## src/rtl/friscv_fence_pkg.sv

```systemverilog
// Shared definitions for the FENCE drain controller: state encoding and
// predecessor-set bit positions.
package friscv_fence_pkg;

   typedef enum logic [1:0] {
      IDLE  = 2'd0,
      BLOCK = 2'd1,
      DRAIN = 2'd2,
      DONE  = 2'd3
   } fence_state_t;

   // Bit positions inside fence_pred / pred_q
   localparam int FENCE_PRED_W = 0;
   localparam int FENCE_PRED_R = 1;

   // Ordering satisfied: no request mid-handshake and no selected completions outstanding
   function automatic logic fence_drain_ok(
      input logic [1:0] pred,
      input logic       issue_pending,
      input logic       waiting_wr_cpl,
      input logic       waiting_rd_cpl
   );
      return !issue_pending
          && !(pred[FENCE_PRED_W] && waiting_wr_cpl)
          && !(pred[FENCE_PRED_R] && waiting_rd_cpl);
   endfunction

endpackage

```

## src/rtl/friscv_fence_timer.sv

```systemverilog
// Drain watchdog: saturating counter with synchronous clear and count enable.
// expire flags the last permitted drain cycle (count == TIMEOUT-1).
module friscv_fence_timer
   import friscv_fence_pkg::*;
#(
   parameter int TIMEOUT_W = 16,
   parameter int TIMEOUT   = 4096
) (
   input  logic aclk,
   input  logic srst,
   input  logic clear,
   input  logic enable,
   output logic expire
);

   logic [TIMEOUT_W-1:0] count_q;

   // Count enabled cycles, hold at all-ones, restart on clear
   always_ff @(posedge aclk) begin
      if (srst || clear) begin
         count_q <= '0;
      end else if (enable && (count_q != {TIMEOUT_W{1'b1}})) begin
         count_q <= count_q + 1'b1;
      end
   end

   assign expire = (count_q == TIMEOUT_W'(TIMEOUT - 1));

endmodule

```

## src/rtl/friscv_fence_drain.sv

```systemverilog
// FENCE drain controller. Accepts a fence, blocks new AR/AW issue, waits for
// the selected outstanding reads/writes to retire, then pulses fence_done.
// Optional drain watchdog compiled in with FRISCV_FENCE_TIMEOUT_EN.
module friscv_fence_drain
   import friscv_fence_pkg::*;
#(
   parameter     NAME      = "Fence_Drain",
   parameter int TIMEOUT_W = 16,
   parameter int TIMEOUT   = 4096
) (
   input  logic       aclk,
   input  logic       srst,
   input  logic       fence_valid,
   output logic       fence_ready,
   input  logic [1:0] fence_pred,
   input  logic       issue_pending,
   input  logic       waiting_wr_cpl,
   input  logic       waiting_rd_cpl,
   output logic       req_block,
   output logic       fence_busy,
   output logic       fence_done,
   output logic       fence_timeout
);

   localparam logic [1:0] ST_IDLE  = IDLE;
   localparam logic [1:0] ST_BLOCK = BLOCK;
   localparam logic [1:0] ST_DRAIN = DRAIN;
   localparam logic [1:0] ST_DONE  = DONE;

   if ((TIMEOUT < 1) || (TIMEOUT > (2 ** TIMEOUT_W) - 1)) begin : g_bad_timeout
      $error("%s: TIMEOUT out of range for TIMEOUT_W", NAME);
   end

   logic [1:0] state_q;
   logic [1:0] state_d;
   logic [1:0] pred_q;
   logic       accept;
   logic       drain_ok;
   logic       wd_expire;
   logic       wd_fire;

   assign accept   = fence_valid && fence_ready;
   assign drain_ok = fence_drain_ok(pred_q, issue_pending, waiting_wr_cpl, waiting_rd_cpl);
   assign wd_fire  = (state_q == ST_DRAIN) && !drain_ok && wd_expire;

   // Next-state decode; status inputs only matter in DRAIN
   always_comb begin
      state_d = state_q;
      case (state_q)
         ST_IDLE:  if (accept) state_d = (fence_pred == 2'b00) ? ST_DONE : ST_BLOCK;
         ST_BLOCK: state_d = ST_DRAIN;
         ST_DRAIN: if (drain_ok || wd_fire) state_d = ST_DONE;
         ST_DONE:  state_d = ST_IDLE;
         default:  state_d = ST_IDLE;
      endcase
   end

   // State register and predecessor-set capture on the fence handshake
   always_ff @(posedge aclk) begin
      if (srst) begin
         state_q <= ST_IDLE;
         pred_q  <= 2'b00;
      end else begin
         state_q <= state_d;
         if (accept) pred_q <= fence_pred;
      end
   end

   assign fence_ready = (state_q == ST_IDLE);
   assign req_block   = (state_q == ST_BLOCK) || (state_q == ST_DRAIN);
   assign fence_busy  = (state_q != ST_IDLE);
   assign fence_done  = (state_q == ST_DONE);

`ifdef FRISCV_FENCE_TIMEOUT_EN
   logic timeout_q;

   // BLOCK always precedes DRAIN, so clearing there restarts the count on DRAIN entry
   friscv_fence_timer #(
      .TIMEOUT_W (TIMEOUT_W),
      .TIMEOUT   (TIMEOUT)
   ) u_timer (
      .aclk   (aclk),
      .srst   (srst),
      .clear  (state_q == ST_BLOCK),
      .enable (state_q == ST_DRAIN),
      .expire (wd_expire)
   );

   // Sticky timeout flag, cleared by the next accepted fence
   always_ff @(posedge aclk) begin
      if (srst) begin
         timeout_q <= 1'b0;
      end else if (accept) begin
         timeout_q <= 1'b0;
      end else if (wd_fire) begin
         timeout_q <= 1'b1;
      end
   end

   assign fence_timeout = timeout_q;

`ifndef SYNTHESIS
   // Simulation notice when the watchdog ends a drain
   always_ff @(posedge aclk) begin
      if (!srst && wd_fire) $display("ERROR: %s: fence drain timeout", NAME);
   end
`endif
`else
   assign wd_expire     = 1'b0;
   assign fence_timeout = 1'b0;
`endif

endmodule

```

## config.mk

```make
export PLATFORM = sky130hd
export DESIGN_NAME = friscv_fence_drain
export DESIGN_NICKNAME = d
export VERILOG_FILES = /design/src/rtl/friscv_fence_pkg.sv /design/src/rtl/friscv_fence_timer.sv /design/src/rtl/friscv_fence_drain.sv
export SDC_FILE = /design/constraint.sdc
export NUM_CORES = 1
export LEC_CHECK = 0
export ABC_AREA = 1
export BUFFER_PORTS_ARGS = -buffer_cell sky130_fd_sc_hd__buf_2
export CORE_AREA = 8 8 45 47
export CTS_BUF_LIST = sky130_fd_sc_hd__clkbuf_4 sky130_fd_sc_hd__clkbuf_8
export DETAILED_ROUTE_END_ITERATION = 12
export DIE_AREA = 0 0 53 55
export PLACE_DENSITY = 0.49
export SKIP_LAST_GASP = 1
export SLEW_MARGIN = 15
export SYNTH_ARGS = -nofsm -noshare
export SYNTH_HDL_FRONTEND = slang
export SYNTH_SLANG_ARGS = --single-unit
```

## constraint.sdc

```tcl
create_clock -name aclk -period 1.23 [get_ports aclk]
set_input_delay 0.0615 -clock aclk [delete_from_list [all_inputs] [get_ports aclk]]
set_output_delay 0.0615 -clock aclk [all_outputs]
set_load 0.01 [all_outputs]
```

# After elaboration in Yosys (flattened, before gate mapping)
# Index checks and enable logic that the tools add are counted.
[word_totals] n_memories=0 regBits=4 mem_bits_rw=0 out_inout_bits=5 wordCells=24 mem_bits_ro=0 latchBits=0 input_bits=8
[op_classes] div=0 addsub=0 multipliers=0 bitwise=0 n_shift=0 mux=4 order_cmp=0 n_eq_ne=5 n_reduce_logical=13
[op_table] op="$pmux 2 s4" count=1
[op_table] op="$mux 2" count=3
[op_table] op="$logic_and 1x1->1" count=5
[op_table] op="$eq 2x2->1 const B" count=2
[op_table] op="$logic_not 2->1" count=2
[op_table] op="$logic_not 1->1" count=3
[op_table] op="$eq 2x1->1 const B" count=1
[op_table] op="$ne 2x1->1 const B" count=1
[op_table] op="$ne 2x2->1 const B" count=1
[op_table] op="$reduce_and 2->1" count=1
[op_table] op="$reduce_bool 2->1" count=1
[op_table] op="$logic_or 1x1->1" count=1

# Longest topological paths before layout
[depth] depth_word=6 mapped_depth=8 ltp_nobuf=8

# Least setup slack after synthesis
# Ideal clock, no wire load.
[synth_path] path_kind="reg2reg" startpoint="register state_q[0]" endpoint="register state_q[1]" stages_incl_launch_ff=7 n_path_buf=0 arrival_ns=1.166 required_ns=1.115 synth_period_minus_slack_ns=1.281 setup_slack_ns=-0.051 path_cell_list="dfxtp_1 -> inv_1 -> ha_1 -> inv_2 -> or2_4 -> a21oi_1 -> nor2_1"
[synth_via] elab_chain_len=4 word_cells_on_any_way=9
[synth_rtl] element="from (decl)" line_no="friscv_fence_drain.sv:34" source="logic [1:0] state_q;"
[synth_rtl] element="from (signal assigned)" line_no="friscv_fence_drain.sv:64" source="state_q <= state_d;"
[synth_rtl] element="$logic_not 2->1 *" line_no="friscv_fence_drain.sv:69" source="assign fence_ready = (state_q == ST_IDLE);"
[synth_rtl] element="net fence_ready" line_no="friscv_fence_drain.sv:14" source="output logic fence_ready,"
[synth_rtl] element="$logic_and 1x1->1" line_no="friscv_fence_drain.sv:42" source="assign accept = fence_valid && fence_ready;"
[synth_rtl] element="$ne 2x1->1 (no line)"
[synth_rtl] element="$reduce_and 2->1 (no line)"
# The timed path passes the listed nets; every way through them passes the cells marked *.
# A chain may end at the register's enable or synchronous reset.

# Worst setup path in the final report
[layout_path] startpoint="register state_q[0]" endpoint="register state_q[1]"
[layout_via] elab_chain_len=4 word_cells_on_any_way=9
[layout_rtl] element="$logic_not 2->1" line_no="friscv_fence_drain.sv:49, friscv_fence_drain.sv:69"
[layout_rtl] element="$logic_and 1x1->1" line_no="friscv_fence_drain.sv:42"
[layout_rtl] element="$ne 2x1->1 (no line)"
[layout_rtl] element="$reduce_and 2->1 (no line)"
# Several ways; a longest one is shown, not always the timed one.

==> flow_summary_export.csv <==
group,metric,value,unit
outcome,status,"finished clean",
synthesis,syn_area,258,um2
clocking,tritoncts,"built",
pwr,pwr-share-clk,0.154,
clocking,cts-buffers-inserted,3,
synthesis,yosys_warnings,0,
timing,fin_crit_sh,0.949,
synthesis,avgSynthCellArea,6.97,um2
detailed_routing,drt_iter0_drc,4,
synthesis,yosys-top-cells-area,"dfxtp_1, ha_1, nor2_1",
synthesis,syn-num-nets,48,
timing,finalSetupTns,0,ns
detailed_routing,wl,609,um
synthesis,yosys.area.top_type,"dfxtp_1",
detailed_routing,wl_per_cell,8.83,um
clocking,clock_sinks,4,
clocking,clk_latency,0.23,ns
die,num_rows,14,
critical_path,critical_path.endpoint_type,"flip-flop",
die,core_area,0.00138,mm2
grt,track_usage,0.0453,
pwr,intPower,0.000612,W
finish,drive_above_1_share,0.434,
synthesis,async_flop_share,0,
detailed_routing,dr.pass1.iters,2,
synthesis,ys_top_cells_by_count,"nor2_1, nand2_1, dfxtp_1",
grt,antenna_found_initial,0,
grt,grt_max_degree,6,
placed_design,dp_hpwl,506,um
detailed_routing,route.detailed.drc,0,
pwr,swShare,0.395,
die,initial_core_util,0.186,
die,die_x,53,um
finish,syn_to_final_growth,49.0,%
grt,grt.overflow.total,0,
critical_path,startpoint_type,"flip-flop",
worst_hold_path,hold_class,"in -> reg",
finish,final_cells,69,
detailed_routing,vias,250,
clocking,clk_pin_slew_worst_paths,0.04,ns
grt,grt_pass1_vias,253,
die,die_area,0.00292,mm2
placed_design,dp_cells,66,
die,ios,13,
synthesis,synthMostInstantiatedCell,"nor2_1",
finish,fill_cells,160,
finish,nets,66,
clocking,cts_root_buf,"clkbuf_4",
critical_path,cp_max_fo,5,
clocking,cts_buffer_depth,2,
worst_hold_path,hold_path_depth,3,
timing,setup_violations,0,
critical_path,crit_required,1.35,ns
critical_path,r2r_cells,6,
pwr,p_seq_frac,0.212,
finish,post-route-util,0.278,
detailed_routing,vias_per_cell,3.62,
timing,fmax,857,MHz
synthesis,syn-instance-count,37,
synthesis,synth_cell_type_count,16,
pwr,p_sw,0.000400,W
pwr,ir_worst_vdd,1.03,mV
critical_path,worstSetupPathType,"reg -> reg",
clocking,h-tree-depth,1,
placed_design,portBuffers,11,
timing,clock_skew,0.0000513,ns
job,drv_cap,0,
pwr,p_leak,0.202,nW
synthesis,synth_top_area_frac,0.311,
timing,slew_violations,0,
timing,final_hold_viol_count,0,
grt,grt_pass1_wl,966,um
timing,period_minus_slack,1.17,ns
synthesis,synth_top_flop_cell,"dfxtp_1",
critical_path,arrival,1.29,ns
synthesis,ys_ff_latch,4,
die,dieHeight,55,um
finish,antennaDiodeCount,0,
synthesis,synth-edff-count,0,
synthesis,synth-seq-area-share,0.311,
placed_design,gp_congestion,0.760,
pwr,combPwrFrac,0.634,
detailed_routing,antenna_left,0,
timing,grt_setup_unrepaired,"false",
pwr,power.density,2630,mW/mm2
==> power by group through the flow <==
stage               registers, W  clock network [W]  logic (W)
global route            0.000219           0.000174   0.000732
floorplan               0.000212                  0   0.000382
finish                  0.000214           0.000156   0.000642
global placement        0.000212                  0   0.000602
detailed placement      0.000213                  0   0.000600
CTS                     0.000211           0.000164   0.000604
==> path summary, 6_finish.rpt <==
check	endpoint	start	slack, ns
hold reg to reg	pred_q[1]	pred_q[1]	0.48
setup reg to reg	state_q[1]	state_q[0]	0.06
setup / recovery	state_q[1]	state_q[0]	0.06
hold / removal	pred_q[1]	fence_pred[1]	0.09
==> metrics by stage <==
step                      area, um2  power (W)  setup WS, ns  hold slack [ns]
after floorplan                 260   0.000593       0.00790            0.208
after global placement          350   0.000814        0.0426            0.320
after detailed placement        350   0.000812        0.0445            0.327
after CTS                       373   0.000979        0.0373           0.0870
after global routing            384    0.00113        0.0227            0.115
final                           384    0.00101        0.0626           0.0912
==> cell families (layout without fill, tap and decap cells) <==
family,after synthesis,count (layout),share of synthesized area
and+or+nand+nor,16,16,0.291
other,1,1,0.0145
buffers and inverters,7,23,0.121
AOI/OAI and AO/OA,6,6,0.116
adders and majority gates,3,3,0.146
DFF,4,4,0.311
==> what timing repair did <==
item,4_1_cts,5_1_grt
gates resized for setup,0,2
setup buffers,0,0
hold buffers,0,0
endpoints found under the setup margin,0,1
==> routing by layer <==
layer | share of wire | vias up | wire [um] | GRT usage
li1 | - | 143 | - | -
met1 | 0.47 | 99 | 288 | 0.0531
met2 | 0.44 | 8 | 269 | 0.0586
met3 | 0.084 | 0 | 51 | 0.0160
met4 | 0 | 0 | 0 | 0.0517
met5 | 0 | - | 0 | 0
==> cells in the final DEF, fill, tap and decap left out <==
cell	instances
o21ai_0	1
dfxtp_2	1
buf_2	11
conb_1	1
clkinv_2	1
inv_1	3
buf_4	3
dfxtp_1	3
or2_4	1
ha_1	2
ha_4	1
clkinv_1	1
clkbuf_4	3
o21ai_1	2
nand3b_1	1
nor2_1	7
a21oi_1	3
inv_2	1
nand3_2	1
nand2_1	6
==> flip-flops by register name, summed over array words and instances (netlist names) <==
name and count:
state_q 2, pred_q 2
==> worst max-delay path: stages (launching register included) <==
cell,delay [ns]
dfxtp_2,0.31
inv_1,0.11
ha_4,0.18
inv_2,0.04
or2_4,0.23
a21oi_1,0.14
nor2_1,0.05
==> final cells by class <==
class                           instances  area (um2)  share of cell area
Multi-Input combinational cell         26         159               0.414
Sequential cell                         4        81.3               0.212
Timing Repair Buffer                   14        77.6               0.202
Inverter                                6        23.8              0.0619
Clock buffer                            3        22.5              0.0586
Tap cell                               16        20.0              0.0521
Note: power is estimated with default switching activity, not from simulation.
